$ cat config.mk
export PLATFORM = sky130hd
export DESIGN_NAME = eth_tx_arbiter_flat
export DESIGN_NICKNAME = d
export VERILOG_FILES = /design/src/rtl/eth_tx_arbiter_pkg.sv /design/src/rtl/eth_tx_arbiter_if.sv /design/src/rtl/eth_tx_arbiter_rr_pick.sv /design/src/rtl/eth_tx_arbiter.sv /design/src/flat_wrapper.sv
export SDC_FILE = /design/constraint.sdc
export NUM_CORES = 1
export LEC_CHECK = 0
export ABC_CLOCK_PERIOD_IN_PS = 1900
export BUFFER_PORTS_ARGS = -buffer_cell sky130_fd_sc_hd__buf_2
export CORE_MARGIN = 10
export CORE_UTILIZATION = 50
export CTS_BUF_LIST = sky130_fd_sc_hd__clkbuf_16
export DETAILED_ROUTE_END_ITERATION = 8
export PLACE_DENSITY = 0.85
export REMOVE_ABC_BUFFERS = 1
export SKIP_CTS_REPAIR_TIMING = 1
export SYNTH_ARGS = -nofsm -noshare
export SYNTH_HDL_FRONTEND = slang
export SYNTH_SLANG_ARGS = --single-unit
$ cat constraint.sdc
create_clock -name clk -period 1.9 [get_ports clk]
set_input_delay 0.38 -clock clk [delete_from_list [all_inputs] [get_ports clk]]
set_output_delay 0.38 -clock clk [all_outputs]
set_load 0.02 [all_outputs]
$ cat src/rtl/eth_tx_arbiter_pkg.sv
// eth_tx_arbiter_pkg: shared state encoding, byte type and requester slot
// constants for the GMII transmit arbiter and its sources.
package eth_tx_arbiter_pkg;

   // one-hot arbiter states
   typedef enum logic [3:0] {
      S_IDLE  = 4'b0001,
      S_GRANT = 4'b0010,
      S_XMIT  = 4'b0100,
      S_IFG   = 4'b1000
   } state_t;

   localparam int ETH_IFG_CYC = 12;

   typedef logic [7:0] byte_t;

   // fixed requester slots: ARP and ICMP form the high-priority class
   localparam int REQ_ARP  = 0;
   localparam int REQ_ICMP = 1;
   localparam int REQ_UDP1 = 2;
   localparam int REQ_UDP2 = 3;

endpackage

$ cat src/rtl/eth_tx_arbiter_if.sv
// eth_tx_arbiter_if: frame sources <-> arbiter bundle (request, per-source
// txctl/txd, one-hot grant). master = source side, slave = arbiter side.
interface eth_tx_arbiter_if #(
   parameter int N_REQ = 4
);
   import eth_tx_arbiter_pkg::*;

   logic [N_REQ-1:0]   req;
   logic [N_REQ-1:0]   tx_ctl_in;
   logic [N_REQ*8-1:0] tx_d_in;
   logic [N_REQ-1:0]   gnt;

   modport master (output req, output tx_ctl_in, output tx_d_in, input gnt);
   modport slave  (input req, input tx_ctl_in, input tx_d_in, output gnt);

endinterface

$ cat src/rtl/eth_tx_arbiter_rr_pick.sv
// eth_tx_arbiter_rr_pick: combinational selector. Lowest eligible
// high-priority index wins; otherwise the first eligible round-robin index at
// or after rr_ptr, wrapping.
module eth_tx_arbiter_rr_pick #(
   parameter int               N_REQ   = 4,
   parameter logic [N_REQ-1:0] HP_MASK = 4'b0011
) (
   input  logic [N_REQ-1:0]         eligible,
   input  logic [$clog2(N_REQ)-1:0] rr_ptr,
   output logic [$clog2(N_REQ)-1:0] sel,
   output logic                     valid
);
   localparam int IW = $clog2(N_REQ);

   logic [N_REQ-1:0]   hp_req;
   logic [N_REQ-1:0]   rr_req;
   logic [N_REQ-1:0]   rr_rot;
   logic [2*N_REQ-1:0] rr_dbl;
   logic [IW-1:0]      hp_sel;
   int                 rot_sel;
   int                 wrap_sel;

   // rotate round-robin candidates so rr_ptr sits at bit 0, take lowest set bit, rotate back
   always_comb begin
      hp_req = eligible & HP_MASK;
      rr_req = eligible & ~HP_MASK;
      rr_dbl = {rr_req, rr_req};
      rr_rot = N_REQ'(rr_dbl >> rr_ptr);
      hp_sel = '0;
      for (int i = N_REQ - 1; i >= 0; i--)
         if (hp_req[i]) hp_sel = IW'(i);
      rot_sel = 0;
      for (int i = N_REQ - 1; i >= 0; i--)
         if (rr_rot[i]) rot_sel = i;
      wrap_sel = int'(rr_ptr) + rot_sel;
      if (wrap_sel >= N_REQ) wrap_sel = wrap_sel - N_REQ;
      valid = |eligible;
      sel   = (|hp_req) ? hp_sel : IW'(wrap_sel);
   end

endmodule

$ cat src/rtl/eth_tx_arbiter.sv
// eth_tx_arbiter: frame-granular arbiter for the shared GMII transmit path.
// A granted frame is never cut or interleaved; IFG_CYC idle cycles follow
// every frame. Optional statistics outputs (frame_cnt, timeout_cnt) are built
// when ETH_TX_ARB_STATS_EN is defined.
module eth_tx_arbiter
   import eth_tx_arbiter_pkg::*;
#(
   parameter int               N_REQ    = 4,
   parameter int               IFG_CYC  = ETH_IFG_CYC,
   parameter int               START_TO = 64,
   parameter logic [N_REQ-1:0] HP_MASK  = N_REQ'((1 << REQ_ARP) | (1 << REQ_ICMP))
) (
   input  logic                     clk,
   input  logic                     rst_n,
   input  logic [N_REQ-1:0]         enable_mask,
   eth_tx_arbiter_if.slave          src,
   output logic                     gmii_eth_txctl,
   output byte_t                    gmii_eth_txd,
   output logic                     busy,
   output logic [$clog2(N_REQ)-1:0] owner
`ifdef ETH_TX_ARB_STATS_EN
   ,
   output logic [N_REQ*16-1:0]      frame_cnt,
   output logic [15:0]              timeout_cnt
`endif
);
   localparam int IW = $clog2(N_REQ);
   localparam int TW = $clog2(START_TO + 1);
   localparam int CW = $clog2(IFG_CYC + 1);

   state_t           state_q, state_d;
   logic [N_REQ-1:0] gnt_q, gnt_d;
   logic [IW-1:0]    owner_q, rr_ptr_q, sel;
   logic             sel_vld;
   logic [TW-1:0]    to_cnt_q;
   logic [CW-1:0]    ifg_cnt_q;
   logic             own_ctl, own_req, to_hit, ifg_done;
   logic             load_sel, frame_done;
   byte_t            own_d;
   logic             vld_p1;
   byte_t            txd_p1;

   function automatic logic [IW-1:0] ptr_after(input logic [IW-1:0] i);
      return (int'(i) == N_REQ - 1) ? '0 : i + 1'b1;
   endfunction

   eth_tx_arbiter_rr_pick #(.N_REQ(N_REQ), .HP_MASK(HP_MASK)) u_pick (
      .eligible (src.req & enable_mask),
      .rr_ptr   (rr_ptr_q),
      .sel      (sel),
      .valid    (sel_vld)
   );

   assign own_ctl    = src.tx_ctl_in[owner_q];
   assign own_req    = src.req[owner_q];
   assign own_d      = src.tx_d_in[{owner_q, 3'b000} +: 8];
   assign to_hit     = (to_cnt_q == TW'(START_TO - 1));
   assign ifg_done   = (ifg_cnt_q == CW'(IFG_CYC - 1));
   assign load_sel   = (state_q == S_IDLE) && sel_vld;
   assign frame_done = (state_q == S_XMIT) && !own_ctl;

   // state register
   always_ff @(posedge clk or negedge rst_n) begin
      if (!rst_n) state_q <= S_IDLE;
      else        state_q <= state_d;
   end

   // next-state: grant on any eligible request, revoke on request drop or start timeout
   always_comb begin
      state_d = state_q;
      unique case (state_q)
         S_IDLE:  if (sel_vld) state_d = S_GRANT;
         S_GRANT: begin
            if (own_ctl)                  state_d = S_XMIT;
            else if (!own_req || to_hit)  state_d = S_IDLE;
         end
         S_XMIT:  if (!own_ctl)  state_d = S_IFG;
         S_IFG:   if (ifg_done)  state_d = S_IDLE;
         default: state_d = S_IDLE;
      endcase
   end

   // grant decode: grant follows the selection, drops on frame end or revoke
   always_comb begin
      gnt_d = gnt_q;
      unique case (state_q)
         S_IDLE:  gnt_d = sel_vld ? (N_REQ'(1) << sel) : '0;
         S_GRANT: if (!own_ctl && (!own_req || to_hit)) gnt_d = '0;
         S_XMIT:  if (!own_ctl) gnt_d = '0;
         default: gnt_d = '0;
      endcase
   end

   // grant, owner, round-robin pointer, start-timeout and gap counters
   always_ff @(posedge clk or negedge rst_n) begin
      if (!rst_n) begin
         gnt_q     <= '0;
         owner_q   <= '0;
         rr_ptr_q  <= '0;
         to_cnt_q  <= '0;
         ifg_cnt_q <= '0;
      end else begin
         gnt_q <= gnt_d;
         if (load_sel) begin
            owner_q  <= sel;
            rr_ptr_q <= ptr_after(sel);
            to_cnt_q <= '0;
         end else if (state_q == S_GRANT && !to_hit) begin
            to_cnt_q <= to_cnt_q + 1'b1;
         end
         if (frame_done)
            ifg_cnt_q <= '0;
         else if (state_q == S_IFG && ifg_cnt_q != CW'(IFG_CYC))
            ifg_cnt_q <= ifg_cnt_q + 1'b1;
      end
   end

   // ---- stage p1: owner's txctl/txd registered; forced idle outside GRANT/XMIT ----
   always_ff @(posedge clk or negedge rst_n) begin
      if (!rst_n) begin
         vld_p1 <= 1'b0;
         txd_p1 <= '0;
      end else if (state_q == S_GRANT || state_q == S_XMIT) begin
         vld_p1 <= own_ctl;
         txd_p1 <= own_d;
      end else begin
         vld_p1 <= 1'b0;
         txd_p1 <= '0;
      end
   end

   assign src.gnt        = gnt_q;
   assign gmii_eth_txctl = vld_p1;
   assign gmii_eth_txd   = txd_p1;
   assign busy           = (state_q != S_IDLE);
   assign owner          = owner_q;

`ifdef ETH_TX_ARB_STATS_EN
   logic timeout_evt;
   assign timeout_evt = (state_q == S_GRANT) && !own_ctl && to_hit;

   // completed-frame count per requester and start-timeout revoke count, wrapping at 0xFFFF
   always_ff @(posedge clk or negedge rst_n) begin
      if (!rst_n) begin
         frame_cnt   <= '0;
         timeout_cnt <= '0;
      end else begin
         for (int i = 0; i < N_REQ; i++)
            if (frame_done && owner_q == IW'(i))
               frame_cnt[16*i +: 16] <= frame_cnt[16*i +: 16] + 16'd1;
         if (timeout_evt) timeout_cnt <= timeout_cnt + 16'd1;
      end
   end
`endif

endmodule

$ cat src/flat_wrapper.sv
// flat-port wrapper written by rule: the top's interface ports become plain ports
module eth_tx_arbiter_flat import eth_tx_arbiter_pkg::*;
#(
   parameter int               N_REQ    = 4,
   parameter int               IFG_CYC  = ETH_IFG_CYC,
   parameter int               START_TO = 64,
   parameter logic [N_REQ-1:0] HP_MASK  = N_REQ'((1 << REQ_ARP) | (1 << REQ_ICMP))
)
  (clk, rst_n, enable_mask, gmii_eth_txctl, gmii_eth_txd, busy, owner, src_req, src_tx_ctl_in, src_tx_d_in, src_gnt);
  eth_tx_arbiter_if #(.N_REQ(N_REQ)) src_i ();
  input  logic clk;
  input  logic rst_n;
  input  logic [N_REQ-1:0] enable_mask;
  output logic gmii_eth_txctl;
  output byte_t gmii_eth_txd;
  output logic busy;
  output logic [$clog2(N_REQ)-1:0] owner;
  input wire logic [$bits(src_i.req)-1:0] src_req;
  input wire logic [$bits(src_i.tx_ctl_in)-1:0] src_tx_ctl_in;
  input wire logic [$bits(src_i.tx_d_in)-1:0] src_tx_d_in;
  output wire logic [$bits(src_i.gnt)-1:0] src_gnt;
  assign src_i.req = src_req;
  assign src_i.tx_ctl_in = src_tx_ctl_in;
  assign src_i.tx_d_in = src_tx_d_in;
  assign src_gnt = src_i.gnt;
  eth_tx_arbiter #(.N_REQ(N_REQ), .IFG_CYC(IFG_CYC), .START_TO(START_TO), .HP_MASK(HP_MASK)) u_core (.clk(clk), .rst_n(rst_n), .enable_mask(enable_mask), .src(src_i), .gmii_eth_txctl(gmii_eth_txctl), .gmii_eth_txd(gmii_eth_txd), .busy(busy), .owner(owner));
endmodule
# ---- Word level (Yosys, flattened, before mapping)
# Index checks and enable logic that the tools add are counted.
dict set report word_totals {
  in_bits 46
  regBits 32
  word_cells 78
  output_inout_bits 16
}
dict set report classes {
  n_lt_le_gt_ge 2
  bitwise_logic 1
  reduce_logical 16
  eq_ne 14
  n_addsub 5
  n_shift 3
  muxes 29
}
# op count
set ops {}
lappend ops {{$mux W32} 3}
lappend ops {{$mux W4} 10}
lappend ops {{$add A3 B32 Y32} 1}
lappend ops {{$ge A32 B4 Y1 const B} 1}
lappend ops {{$shiftx A32 B6 Y8} 1}
lappend ops {{$pmux W4 S4} 1}
lappend ops {{$mux W7} 2}
lappend ops {{$pmux W4 S3} 1}
lappend ops {{$mux W2} 5}
lappend ops {{$eq A4 B4 Y1 const B} 2}
lappend ops {{$mux W8} 1}
lappend ops {{$shr A8 B2 Y4} 1}
lappend ops {{$add A7 B1 Y7 const B} 1}
lappend ops {{$eq A7 B6 Y1 const B} 1}
lappend ops {{$ne A2 B1 Y1 const B} 3}
lappend ops {{$logic_and A1 B1 Y1} 5}
lappend ops {{$add A4 B1 Y4 const B} 1}
lappend ops {{$and A4 B4 Y4} 1}
lappend ops {{$bmux W1 S2} 2}
lappend ops {{$eq A4 B1 Y1 const B} 1}
lappend ops {{$eq A4 B2 Y1 const B} 1}
lappend ops {{$eq A4 B3 Y1 const B} 1}
lappend ops {{$mux W1} 4}
lappend ops {{$ne A4 B1 Y1 const B} 1}
lappend ops {{other kinds (15)} 19}

# ---- Depth between registers and ports, before layout
# Gate-level depths: netlist of run 1.
dict set report logic_depth {
  word_depth 13
  mapped_depth 9
  mapped_depth_nobuf 9
}

# ---- Modules after synthesis
# Synthesis of run 1 repeated with hierarchy kept, for this count alone.
dict set report unflattened {
  cells_unflattened 164
  hier_area_um2 1826.8
}
# mod seq_area_each_um2 area_each_um2 n_inst cells_each
set by_module_without_submodules {}
lappend by_module_without_submodules {eth_tx_arbiter 802.0 1736.7 1 149}
lappend by_module_without_submodules {eth_tx_arbiter_rr_pick 0.0 90.1 1 15}

# ---- Worst setup path after synthesis of run 1
# Ideal clock, no wire load.
dict set report synth_timing {
  kind {input to register}
  from {input src_req[2]}
  to {register u_core.gnt_q[0], in the netlist u_core.src.gnt[0]}
  required_ns 1.779
  path_buffers 0
  setup_slack_ns 0.090
  cell_stages 9
  setup_ns 0.121
  arrival_ns 1.689
  path_cell_list {nand2_1 > nand3_1 > o21ai_0 > ha_1 > a21oi_1 > a21oi_1 > inv_1 > ha_1 > a22o_2}
}
dict set report synth_between {
  elab_chain_len 13
  word_cells_on_any_way 22
  cone_classes {2 x add/sub; 1 x order compare; 1 x eq/ne; 2 x shift; 10 x mux; 1 x bitwise; 5 x reduce/logical}
}
# item line
set synth_lines {}
lappend synth_lines {{start, declared} flat_wrapper.sv:18} ;# input wire logic [$bits(src_i.req)-1:0] src_req;
lappend synth_lines {{$and A4 B4 Y4 *} eth_tx_arbiter.sv:48} ;# .eligible (src.req & enable_mask),
lappend synth_lines {{$shr A8 B2 Y4 *} eth_tx_arbiter_rr_pick.sv:28} ;# rr_rot = N_REQ'(rr_dbl >> rr_ptr);
lappend synth_lines {{$mux W2} eth_tx_arbiter_rr_pick.sv:34} ;# if (rr_rot[i]) rot_sel = i;
lappend synth_lines {{$mux W32 (2 in a row)} eth_tx_arbiter_rr_pick.sv:34}
lappend synth_lines {{$mux W32 *} eth_tx_arbiter_rr_pick.sv:34}
lappend synth_lines {{$add A3 B32 Y32 *} eth_tx_arbiter_rr_pick.sv:35} ;# wrap_sel = int'(rr_ptr) + rot_sel;
lappend synth_lines {{$ge A32 B4 Y1 / $sub A2 B1 Y2 (equally long branches)} eth_tx_arbiter_rr_pick.sv:36} ;# if (wrap_sel >= N_REQ) wrap_sel = wrap_sel - N_REQ;
lappend synth_lines {{$mux W2 *} eth_tx_arbiter_rr_pick.sv:36}
lappend synth_lines {{$mux W2 *} eth_tx_arbiter_rr_pick.sv:38} ;# sel = (|hp_req) ? hp_sel : IW'(wrap_sel);
lappend synth_lines {{named net u_core.sel[0]} eth_tx_arbiter.sv:33} ;# logic [IW-1:0] owner_q, rr_ptr_q, sel;
lappend synth_lines {{$shl A1 B2 Y4 *} eth_tx_arbiter.sv:87} ;# S_IDLE: gnt_d = sel_vld ? (N_REQ'(1) << sel) : '0;
lappend synth_lines {{$mux W4 *} eth_tx_arbiter.sv:87}
lappend synth_lines {{$pmux W4 S3 *} eth_tx_arbiter.sv:86} ;# unique case (state_q)
lappend synth_lines {{end signal, assigned} eth_tx_arbiter.sv:103} ;# gnt_q <= gnt_d;
lappend synth_lines {{end, declared} eth_tx_arbiter.sv:32} ;# logic [N_REQ-1:0] gnt_q, gnt_d;
# Mark *: on every way through the listed nets, which the timed path passes. The rest lies on a longest branch. The select of a mux whose other input is x is not followed.
# A chain may end at the register's enable or synchronous reset.

# ---- Final worst setup path of run 1
dict set report layout_timing {
  from {register u_core.state_q[0]}
  to {output busy}
}
dict set report layout_between {
  elab_chain_len 1
}
# item line
set layout_lines {}
lappend layout_lines {{start, declared} eth_tx_arbiter.sv:31} ;# state_t state_q, state_d;
lappend layout_lines {{start signal, assigned} eth_tx_arbiter.sv:65} ;# else state_q <= state_d;
lappend layout_lines {{$ne A4 B1 Y1} eth_tx_arbiter.sv:135} ;# assign busy = (state_q != S_IDLE);
lappend layout_lines {{end, declared} flat_wrapper.sv:16} ;# output logic busy;
# Every way passes these cells.

==> results of run 1 <==
## worst register-to-register path: cells and delay by family, from the launching register on
kind            cells  cell delay, ns
compound gates      4            0.49
fa+ha+maj           2            0.43
buf+inv             1            0.15
flops               1            0.39
simple gates        2            0.20
## cells by family (layout without fill, tap and decap cells)
family / Yosys count / after routing
buffers and inverters: 9 / 84
and+or+nand+nor: 61 / 61
muxes: 11 / 11
AOI/OAI and AO/OA: 27 / 27
DFF: 32 / 32
adders and majority gates: 8 / 8
xor gates and xnor gates: 9 / 9
## Yosys cell counts, types with 2 or more instances
cell type	n	area share, %
ha_1	8	5.4
a22o_2	3	1.6
nand4_1	2	0.67
inv_1	4	0.81
dfrtp_1	31	42
xor2_1	6	2.8
and2_1	10	3.4
o21ai_2	2	0.94
nand3_1	9	2.4
nor2_1	10	2.0
nand2_1	12	2.4
o21ai_1	2	0.54
nor2b_1	2	0.67
o21ai_0	3	0.81
a21oi_1	3	0.81
xnor2_1	3	1.4
nand3b_1	2	0.81
buf_6	2	1.2
a22oi_1	2	0.81
and3_1	4	1.3
mux4_2	10	12
## final cells by class
class                      instances  area share [%]
timing repair buffer              73            16.4
clock buffer                       5            5.19
multi-input combinational        116            41.7
sequential                        32            33.3
inverter                           4           0.622
tap                               48            2.49
clock inverter                     2           0.311
## path summary, 6_finish.rpt
| path | startpoint | end | depth (start not counted) |
|---|---|---|---|
| setup / recovery | u_core.state_q[0] | busy | 2 |
| hold / removal | rst_n | u_core.gmii_eth_txd[4] | 1 |
| setup reg to reg | u_core.rr_ptr_q[1] | u_core.rr_ptr_q[0] | 9 |
| hold reg to reg | u_core.src.gnt[2] | u_core.src.gnt[2] | 1 |
| max in group asynchronous | rst_n | u_core.state_q[3] | 1 |
| min in group clk | u_core.src.gnt[2] | u_core.src.gnt[2] | 1 |
## metrics by stage
step / std cells / hold slack, ns / TNS [ns] / utilization [%] / worst slack, ns
CTS: 278 / 0.176 / -0.0300 / 65.8 / -0.0300
detailed placement: 271 / 0.472 / -0.226 / 62.1 / -0.0804
floorplan: 152 / 0.0844 / -0.241 / - / -0.136
finish: 280 / 0.152 / 0 / 66.4 / 0.0387
global placement: 271 / 0.462 / -0.000649 / 62.1 / -0.000649
global route: 280 / 0.224 / 0 / 66.4 / 0.0101
## per-layer routing
layer	track usage (%)	wire length, um	share of wire [%]
met4	6.40	102	2.1
met2	26.1	2710	55
met5	0	0	0
met3	3.31	227	4.6
met1	18.1	1930	39
## flip-flops by register name (all words and copies together), names as in the netlist
register	flops
u_core.gmii_eth_txctl	1
u_core.gmii_eth_txd	8
u_core.ifg_cnt_q	4
u_core.owner	2
u_core.rr_ptr_q	2
u_core.src.gnt	4
u_core.state_q	4
u_core.to_cnt_q	7
## where the power goes
| group | leakage [nW] | internal, mW | total [mW] | switching, mW |
|---|---|---|---|---|
| Sequential | 0.420 | 0.905 | 1.08 | 0.174 |
| Clock | 0.0648 | 0.467 | 0.734 | 0.267 |
| Combinational | 0.708 | 0.737 | 1.56 | 0.822 |
==> summary.txt, run 1 <==
Route
  • Drt first-iter violations: 123
  • WL final: 4970 um
  • Remaining antenna violation count after routing: 0
  • Post-route DRC: 0
  • WL/cell: 17.8 um
  • Routed vias/inst: 5.53
  • Total number of vias: 1547
  • TritonRoute pass-1 iters: 4

Global route
  • Initial antenna violation count: 0
  • Tot GR Track Use: 15.2%
  • Pin count of the biggest net entering global routing: 33
  • Vias in the first global route: 1553
  • First-pass GRT wire length: 7790 um
  • GRT overflow: 0

Clock network
  • Clk_lat worst skew: 0.27 ns
  • CTS max path bufs: 2
  • Clock Pin Slew Worst Setup and Hold Paths: 0.05 ns
  • Clk sinks: 32
  • CTS tree: done
  • CTS buffer count: 5
  • H-tree depth: 2
  • CTS root buf: clkbuf_16

Setup path
  • CP max stage delay: 0.52 ns
  • Critical path peak fanout: 4
  • Crit path DAT: 1.48 ns
  • Setup Crit Path Kind: flip-flop to output port
  • Slowest cell on crit path: dfstp_2
  • Worst setup EP type: output port
  • Crit-path cells: or4b_4 > buf_2
  • Critical Path RT: 1.52 ns
  • Reg-to-reg setup timing slack: 0.14 ns
  • Startpoint types: flip-flop
  • CP delay by family, top: flip-flops
  • WP buf/inv: 1

Timing
  • Clk_skew: 0.00241 ns
  • Final period util: 98.0%
  • RSZ-0062 raised after global routing: no
  • Period minus WS final: 1.86 ns
  • Slew @ Worst Pin: 0.699 ns
  • Max_slew headroom: 53.4%
  • Fmax: 537 MHz
  • Max Slew Vio Count: 0
  • Final setup viols: 0
  • Final hold vios: 0

Yosys
  • Number of synthesis warnings: 0
  • Multiplexer share of the synthesized area: 12.6%
  • Synth Area in XOR/XNOR: 4.23%
  • Synth Area in Adders: 5.37%
  • EDFF count, synth: 0
  • Seq cells post-synth: 32
  • Sequential share of the synthesized area: 43.0%
  • Yosys cell types: 48
  • Post-synth ARST share: 100%
  • Synth Area in Simple Gates: 19.3%
  • Mapped Cells: 157
  • Synthesized area: 0.00186 mm2
  • Ys flop type: dfrtp_1
  • Main combinational cell family by area after synthesis: simple AND/OR/NAND/NOR gates
  • Complex-gate fraction of the synthesized area: 12.1%
  • Avg Cell Area, Syn: 11.9 um2

Floorplan
  • I/O pin count: 62
  • Die area: 0.00657 mm2
  • Initial Utilization: 51.3%
  • Die width: 81.1 um
  • Site row count: 22
  • Core area: 0.00363 mm2
  • Die Ht: 81.1 um

Final layout
  • Layout Nets: 286
  • Post-route cell area: 0.00241 mm2
  • Multi-input logic area: 0.00101 mm2
  • Most frequent cells in the layout: buf_2 (61), dfrtp_1 (30), nand2_1 (12), buf_4 (12)
  • Area Overhead vs Synth: 29.4%
  • Commonest non-fill, non-tap cell in the layout: buf_2
  • Diodes inserted: 0
  • Final-layout fill cell count: 281
  • Sequential cell area: 803 um2
  • Share of cells above drive strength 1: 45.3%

Worst hold path
  • Worst hold path class: input port to async pin

Placed design
  • DP Area: 0.00226 mm2
  • I/O Buffers: 61
  • Routability congestion estimate: 0.904
  • DP HPWL: 3850 um

Status
  • Status: finished clean

Power and ir drop
  • VDD IR max: 0.781 mV
  • Cell Pwr Density: 1400 mW/mm2
  • Total power draw: 3.37 mW
  • Static Leak: 1.19 nW

Run
  • Max cap viols: 0
(Power assumes the default switching activity.)
==> run 2, diff against run 1 <==
--- a/config.mk
+++ b/config.mk
@@ -7,7 +7,6 @@
 export LEC_CHECK = 0
 export ABC_CLOCK_PERIOD_IN_PS = 1900
 export BUFFER_PORTS_ARGS = -buffer_cell sky130_fd_sc_hd__buf_2
-export CORE_MARGIN = 10
 export CORE_UTILIZATION = 50
 export CTS_BUF_LIST = sky130_fd_sc_hd__clkbuf_16
 export DETAILED_ROUTE_END_ITERATION = 8
==> run 2 against run 1 <==
  * Clock-buffer cell count unchanged
  * Maximum frequency down 0.96%
  * Highest routed layer unchanged
  * Hold slack better by 0.011 ns
  * Die area down 39%
  * Critical endpoint unchanged
==> summary.txt, run 2 (synthesis gave the netlist of run 1 again) <==
Status
  • Status: finished clean

Timing
  • Final hold vios: 0
  • Clk_skew: 0.00417 ns
  • Period minus WS final: 1.88 ns
  • Max Slew Vio Count: 0
  • Smallest hold slack: 0.164 ns
  • Setup WS post-layout: 0.0206 ns
  • Fmax: 532 MHz
  • Final setup viols: 0
  • Slew @ Worst Pin: 0.718 ns
  • RSZ-0062 raised after global routing: yes
  • Final period util: 98.9%
  • Setup tns final: 0 ns
  • Max_slew headroom: 52.1%

Final layout
  • Most frequent cells in the layout: buf_2 (61), dfrtp_1 (29), nand2_1 (12)
  • Final std cells w/o fill: 278
  • Post-route cell area: 0.00241 mm2
  • Area Overhead vs Synth: 29.2%
  • Final Util: 70.0%
  • Diodes inserted: 0
  • Share of cells above drive strength 1: 45.3%
  • Max reg flops: 8
  • Layout Nets: 285
  • Commonest non-fill, non-tap cell in the layout: buf_2

Floorplan
  • Die width: 63.1 um
  • Core area: 0.00344 mm2
  • Die Ht: 63.1 um
  • Die area: 0.00398 mm2
  • Site row count: 21
  • Initial Utilization: 54.2%
  • I/O pin count: 62

Placed design
  • Dpl cells: 268
  • DP Area: 0.00225 mm2
  • Routability congestion estimate: 0.777
  • I/O Buffers: 61
  • DP HPWL: 3380 um
  • Pre-CTS worst setup slack: -0.0805 ns

Setup path
  • Crit-path cells: or4b_4 > buf_2
  • Crit path DAT: 1.50 ns
  • Startpoint types: flip-flop
  • CP max stage delay: 0.59 ns
  • Slowest cell on crit path: or4b_4
  • Worst setup EP type: output port
  • Critical path peak fanout: 5
  • Setup Crit Path Kind: flip-flop to output port
  • Critical Path RT: 1.52 ns

Route
  • Post-route DRC: 0
  • Routed vias/inst: 5.60
  • WL/cell: 16.4 um
  • WL met3: 201 um
  • Remaining antenna violation count after routing: 0
  • Met2 wire length: 2310 um
  • TritonRoute pass-1 iters: 4
  • Total number of vias: 1558
  • WL final: 4550 um
  • Drt first-iter violations: 85
  • DR top layer: met4
  • M1 WL: 1970 um

Clock network
  • Clk_lat worst skew: 0.27 ns
  • Clk sinks: 32
  • Clock Pin Slew Worst Setup and Hold Paths: 0.05 ns
  • CTS buffer count: 5
  • CTS root buf: clkbuf_16
  • H-tree depth: 2
  • CTS tree: done
  • CTS max path bufs: 2

Global route
  • GRT overflow: 0
  • Initial antenna violation count: 0
  • Vias in the first global route: 1495
  • Tot GR Track Use: 24.6%
  • First-pass GRT wire length: 7250 um
  • Pin count of the biggest net entering global routing: 33

Power and ir drop
  • Static Leak: 1.20 nW
  • VDD IR max: 0.813 mV
  • Net Sw Power: 1.26 mW
  • Internal: 2.11 mW
  • Combinational Power Share: 45.9%
  • Switch share: 37.4%
  • Cell Pwr Density: 1400 mW/mm2
  • Seq pwr share: 32.3%
  • Clock share of power: 21.8%
  • Total power draw: 3.36 mW

Worst hold path
  • Worst hold path class: input port to async pin

Run
  • Max cap viols: 0
run 2: cell types whose count changed in the layout (fill, tap and decap cells not counted):
cell      before  now
clkinv_1       2    1
dfrtp_1       30   29
dfrtp_2        1    2
buf_4         12   11
a21oi_1        2    3
nand3_2        0    1
nand3_1        9    8
inv_1          4    6
a21oi_2        1    0
run 2: layout make-up:
class | instances | area, um2
Fill cell | 259 | 1030
Multi-Input combinational cell | 116 | 1010
Sequential cell | 32 | 805
Timing Repair Buffer | 72 | 388
Clock buffer | 5 | 125
Tap cell | 46 | 57.6
Inverter | 4 | 15.0
Clock inverter | 3 | 11.3
run 2: critical path, delay by kind of cell (launching register included):
kind,cells,cell delay [ns]
buf+inv,1,0.19
flops,1,0.45
simple gates,1,0.59
run 2: layer usage:
layer  up-vias  GRT usage, %
li1        731             -
met1       772          32.3
met2        46          39.2
met3         9          5.62
met4         0          9.88
met5         -             0
run 2: power groups by stage:
stage | logic [mW] | registers [mW] | clock network (mW)
floorplan | 0.828 | 1.25 | 0
global placement | 1.46 | 1.08 | 0
detailed placement | 1.52 | 1.09 | 0
CTS | 1.53 | 1.09 | 0.750
global route | 1.69 | 1.11 | 0.776
finish | 1.54 | 1.09 | 0.735
run 2: path summary, 6_finish.rpt:
path / startpoint / end / slack (ns) / cells after the start
max in group asynchronous: rst_n / u_core.state_q[2] / 1.24 / 1
min: rst_n / u_core.to_cnt_q[2] / 0.16 / 1
max reg2reg: u_core.owner[0] / u_core.state_q[0] / 0.10 / 4
min in group clk: enable_mask[0] / u_core.owner[0] / 0.49 / 4
min reg2reg: u_core.src.gnt[0] / u_core.src.gnt[0] / 0.50 / 1
max: u_core.state_q[2] / busy / 0.02 / 2
==> run 3, diff against run 2 <==
--- a/config.mk
+++ b/config.mk
@@ -7,10 +7,12 @@
 export LEC_CHECK = 0
 export ABC_CLOCK_PERIOD_IN_PS = 1900
 export BUFFER_PORTS_ARGS = -buffer_cell sky130_fd_sc_hd__buf_2
+export CORE_MARGIN = 5
 export CORE_UTILIZATION = 50
 export CTS_BUF_LIST = sky130_fd_sc_hd__clkbuf_16
 export DETAILED_ROUTE_END_ITERATION = 8
 export PLACE_DENSITY = 0.85
+export RECOVER_POWER = 25
 export REMOVE_ABC_BUFFERS = 1
 export SKIP_CTS_REPAIR_TIMING = 1
 export SYNTH_ARGS = -nofsm -noshare
==> run 3 against run 2 <==
  * Clock skew about the same
  * Flip-flop and latch count is the same
  * Register-to-register slack worse by 0.03 ns
  * Global-route usage is 5.7 points lower
  * Die area increased by 27%
  * Critical path depth is the same
  * Clock-buffer cell count unchanged
  * Utilization shrank 3.4 points
  * Clock power decreased by 0.5%
  * Maximum frequency decreased by 0.30%
  * Sequential share of layout area decreased by 0.14 points
  * Cell area up 0.42%
==> summary.txt, run 3 (synthesis gave the netlist of run 1 again) <==
Final layout
  • Layout Nets: 286
  • Final std cells w/o fill: 280
  • Post-route cell area: 0.00242 mm2
  • Area Overhead vs Synth: 29.7%
  • Share of cells above drive strength 1: 45.7%
  • Diodes inserted: 0
  • Max reg flops: 8
  • Most frequent cells in the layout: buf_2 (60), dfrtp_1 (29), nand2_1 (12), buf_4 (12)
  • Commonest non-fill, non-tap cell in the layout: buf_2

Worst hold path
  • Worst hold path class: input port to async pin

Global route
  • Pin count of the biggest net entering global routing: 33
  • GRT overflow: 0
  • Vias in the first global route: 1570
  • First-pass GRT wire length: 7310 um
  • Initial antenna violation count: 0
  • Tot GR Track Use: 18.8%

Setup path
  • Reg-to-reg setup timing slack: 0.07 ns
  • Startpoint types: flip-flop
  • CP startpoint: u_core.state_q[3]
  • Worst reg-to-reg path cell count: 8
  • Reg2reg end: u_core.src.gnt[1]
  • Crit-path cells: or4b_4 > buf_2
  • Slowest cell on crit path: or4b_4
  • Setup Crit Path Kind: flip-flop to output port
  • RR Startpoint: u_core.rr_ptr_q[1]
  • CP max stage delay: 0.59 ns
  • Crit path DAT: 1.51 ns
  • Critical Path RT: 1.52 ns
  • Worst setup EP type: output port
  • Critical path peak fanout: 6

Route
  • Routed vias/inst: 5.36
  • Post-route DRC: 0
  • Total number of vias: 1501
  • WL final: 4400 um
  • WL/cell: 15.7 um
  • Remaining antenna violation count after routing: 0
  • TritonRoute pass-1 iters: 4
  • Drt first-iter violations: 140

Clock network
  • CTS buffer count: 5
  • Clk_lat worst skew: 0.28 ns
  • CTS root buf: clkbuf_16
  • H-tree depth: 2
  • Clk sinks: 32
  • CTS max path bufs: 2
  • Clock Pin Slew Worst Setup and Hold Paths: 0.05 ns
  • CTS tree: done

Floorplan
  • I/O pin count: 62
  • Initial Utilization: 51.3%
  • Core area: 0.00363 mm2
  • Site row count: 22
  • Die width: 71.1 um
  • Die area: 0.00505 mm2
  • Die Ht: 71.1 um

Placed design
  • Dpl cells: 273
  • I/O Buffers: 61
  • DP Area: 0.00227 mm2
  • DP HPWL: 3500 um
  • Routability congestion estimate: 0.922

Timing
  • Max Slew Vio Count: 0
  • Slew @ Worst Pin: 0.780 ns
  • Final setup viols: 0
  • Fmax: 530 MHz
  • Final period util: 99.2%
  • Clk_skew: 0.00461 ns
  • Period minus WS final: 1.89 ns
  • Max_slew headroom: 48.0%
  • Final hold vios: 0
  • RSZ-0062 raised after global routing: yes

Power and ir drop
  • Total power draw: 3.37 mW
  • Cell Pwr Density: 1390 mW/mm2
  • VDD IR max: 0.708 mV
  • Static Leak: 1.20 nW

Status
  • Status: finished clean

Run
  • Max cap viols: 0
-- run 3: stage by stage --
stage	setup slack [ns]	setup TNS [ns]	util (%)	hold WS (ns)
5_1_grt	-0.0243	-0.0243	66.6	0.253
6_report	0.0149	0	66.6	0.177
3_3_place_gp	0.0118	0	62.5	0.467
2_1_floorplan	-0.136	-0.241	-	0.0844
4_1_cts	-0.0169	-0.0169	66.2	0.179
3_5_place_dp	-0.0760	-0.306	62.5	0.473
-- run 3: critical path, delay by kind of cell (launching register included) --
| kind | cells | cell delay [ns] |
|---|---|---|
| buf+inv | 1 | 0.19 |
| simple gates | 1 | 0.59 |
| flops | 1 | 0.45 |
-- run 3: how the worst max path moves through the flow --
stage                        end  slack (ns)  cells after the start
2_1_floorplan  u_core.state_q[0]       -0.14                      4
3_3_place_gp   u_core.src.gnt[3]        0.01                     10
3_5_place_dp   u_core.src.gnt[1]       -0.08                     10
4_1_cts                     busy       -0.02                      2
5_1_grt                     busy       -0.02                      2
6_report                    busy        0.01                      2
-- run 3: layout make-up --
type,instances,area [um2]
clock buffers,5,125
clock inverters,2,7.51
fillers,282,1210
inverters,4,15.0
multi-input cells,116,1010
flip-flops and latches,32,805
well taps,48,60.1
repair buffers,73,395
-- run 3: per-layer routing --
layer	GRT usage, %	routed length (um)	vias to the layer above	part of all wire, %
met3	4.83	180	13	4.1
met4	10.2	147	0	3.3
met1	22.9	1810	708	41
li1	-	-	732	-
met2	30.6	2270	48	51
met5	0	0	-	0
-- run 3: report_power, final --
part           total [mW]  switching, mW  internal (mW)
combinational        1.56          0.801          0.756
sequential           1.08          0.175          0.906
clock               0.731          0.264          0.467
total                3.37           1.24           2.13
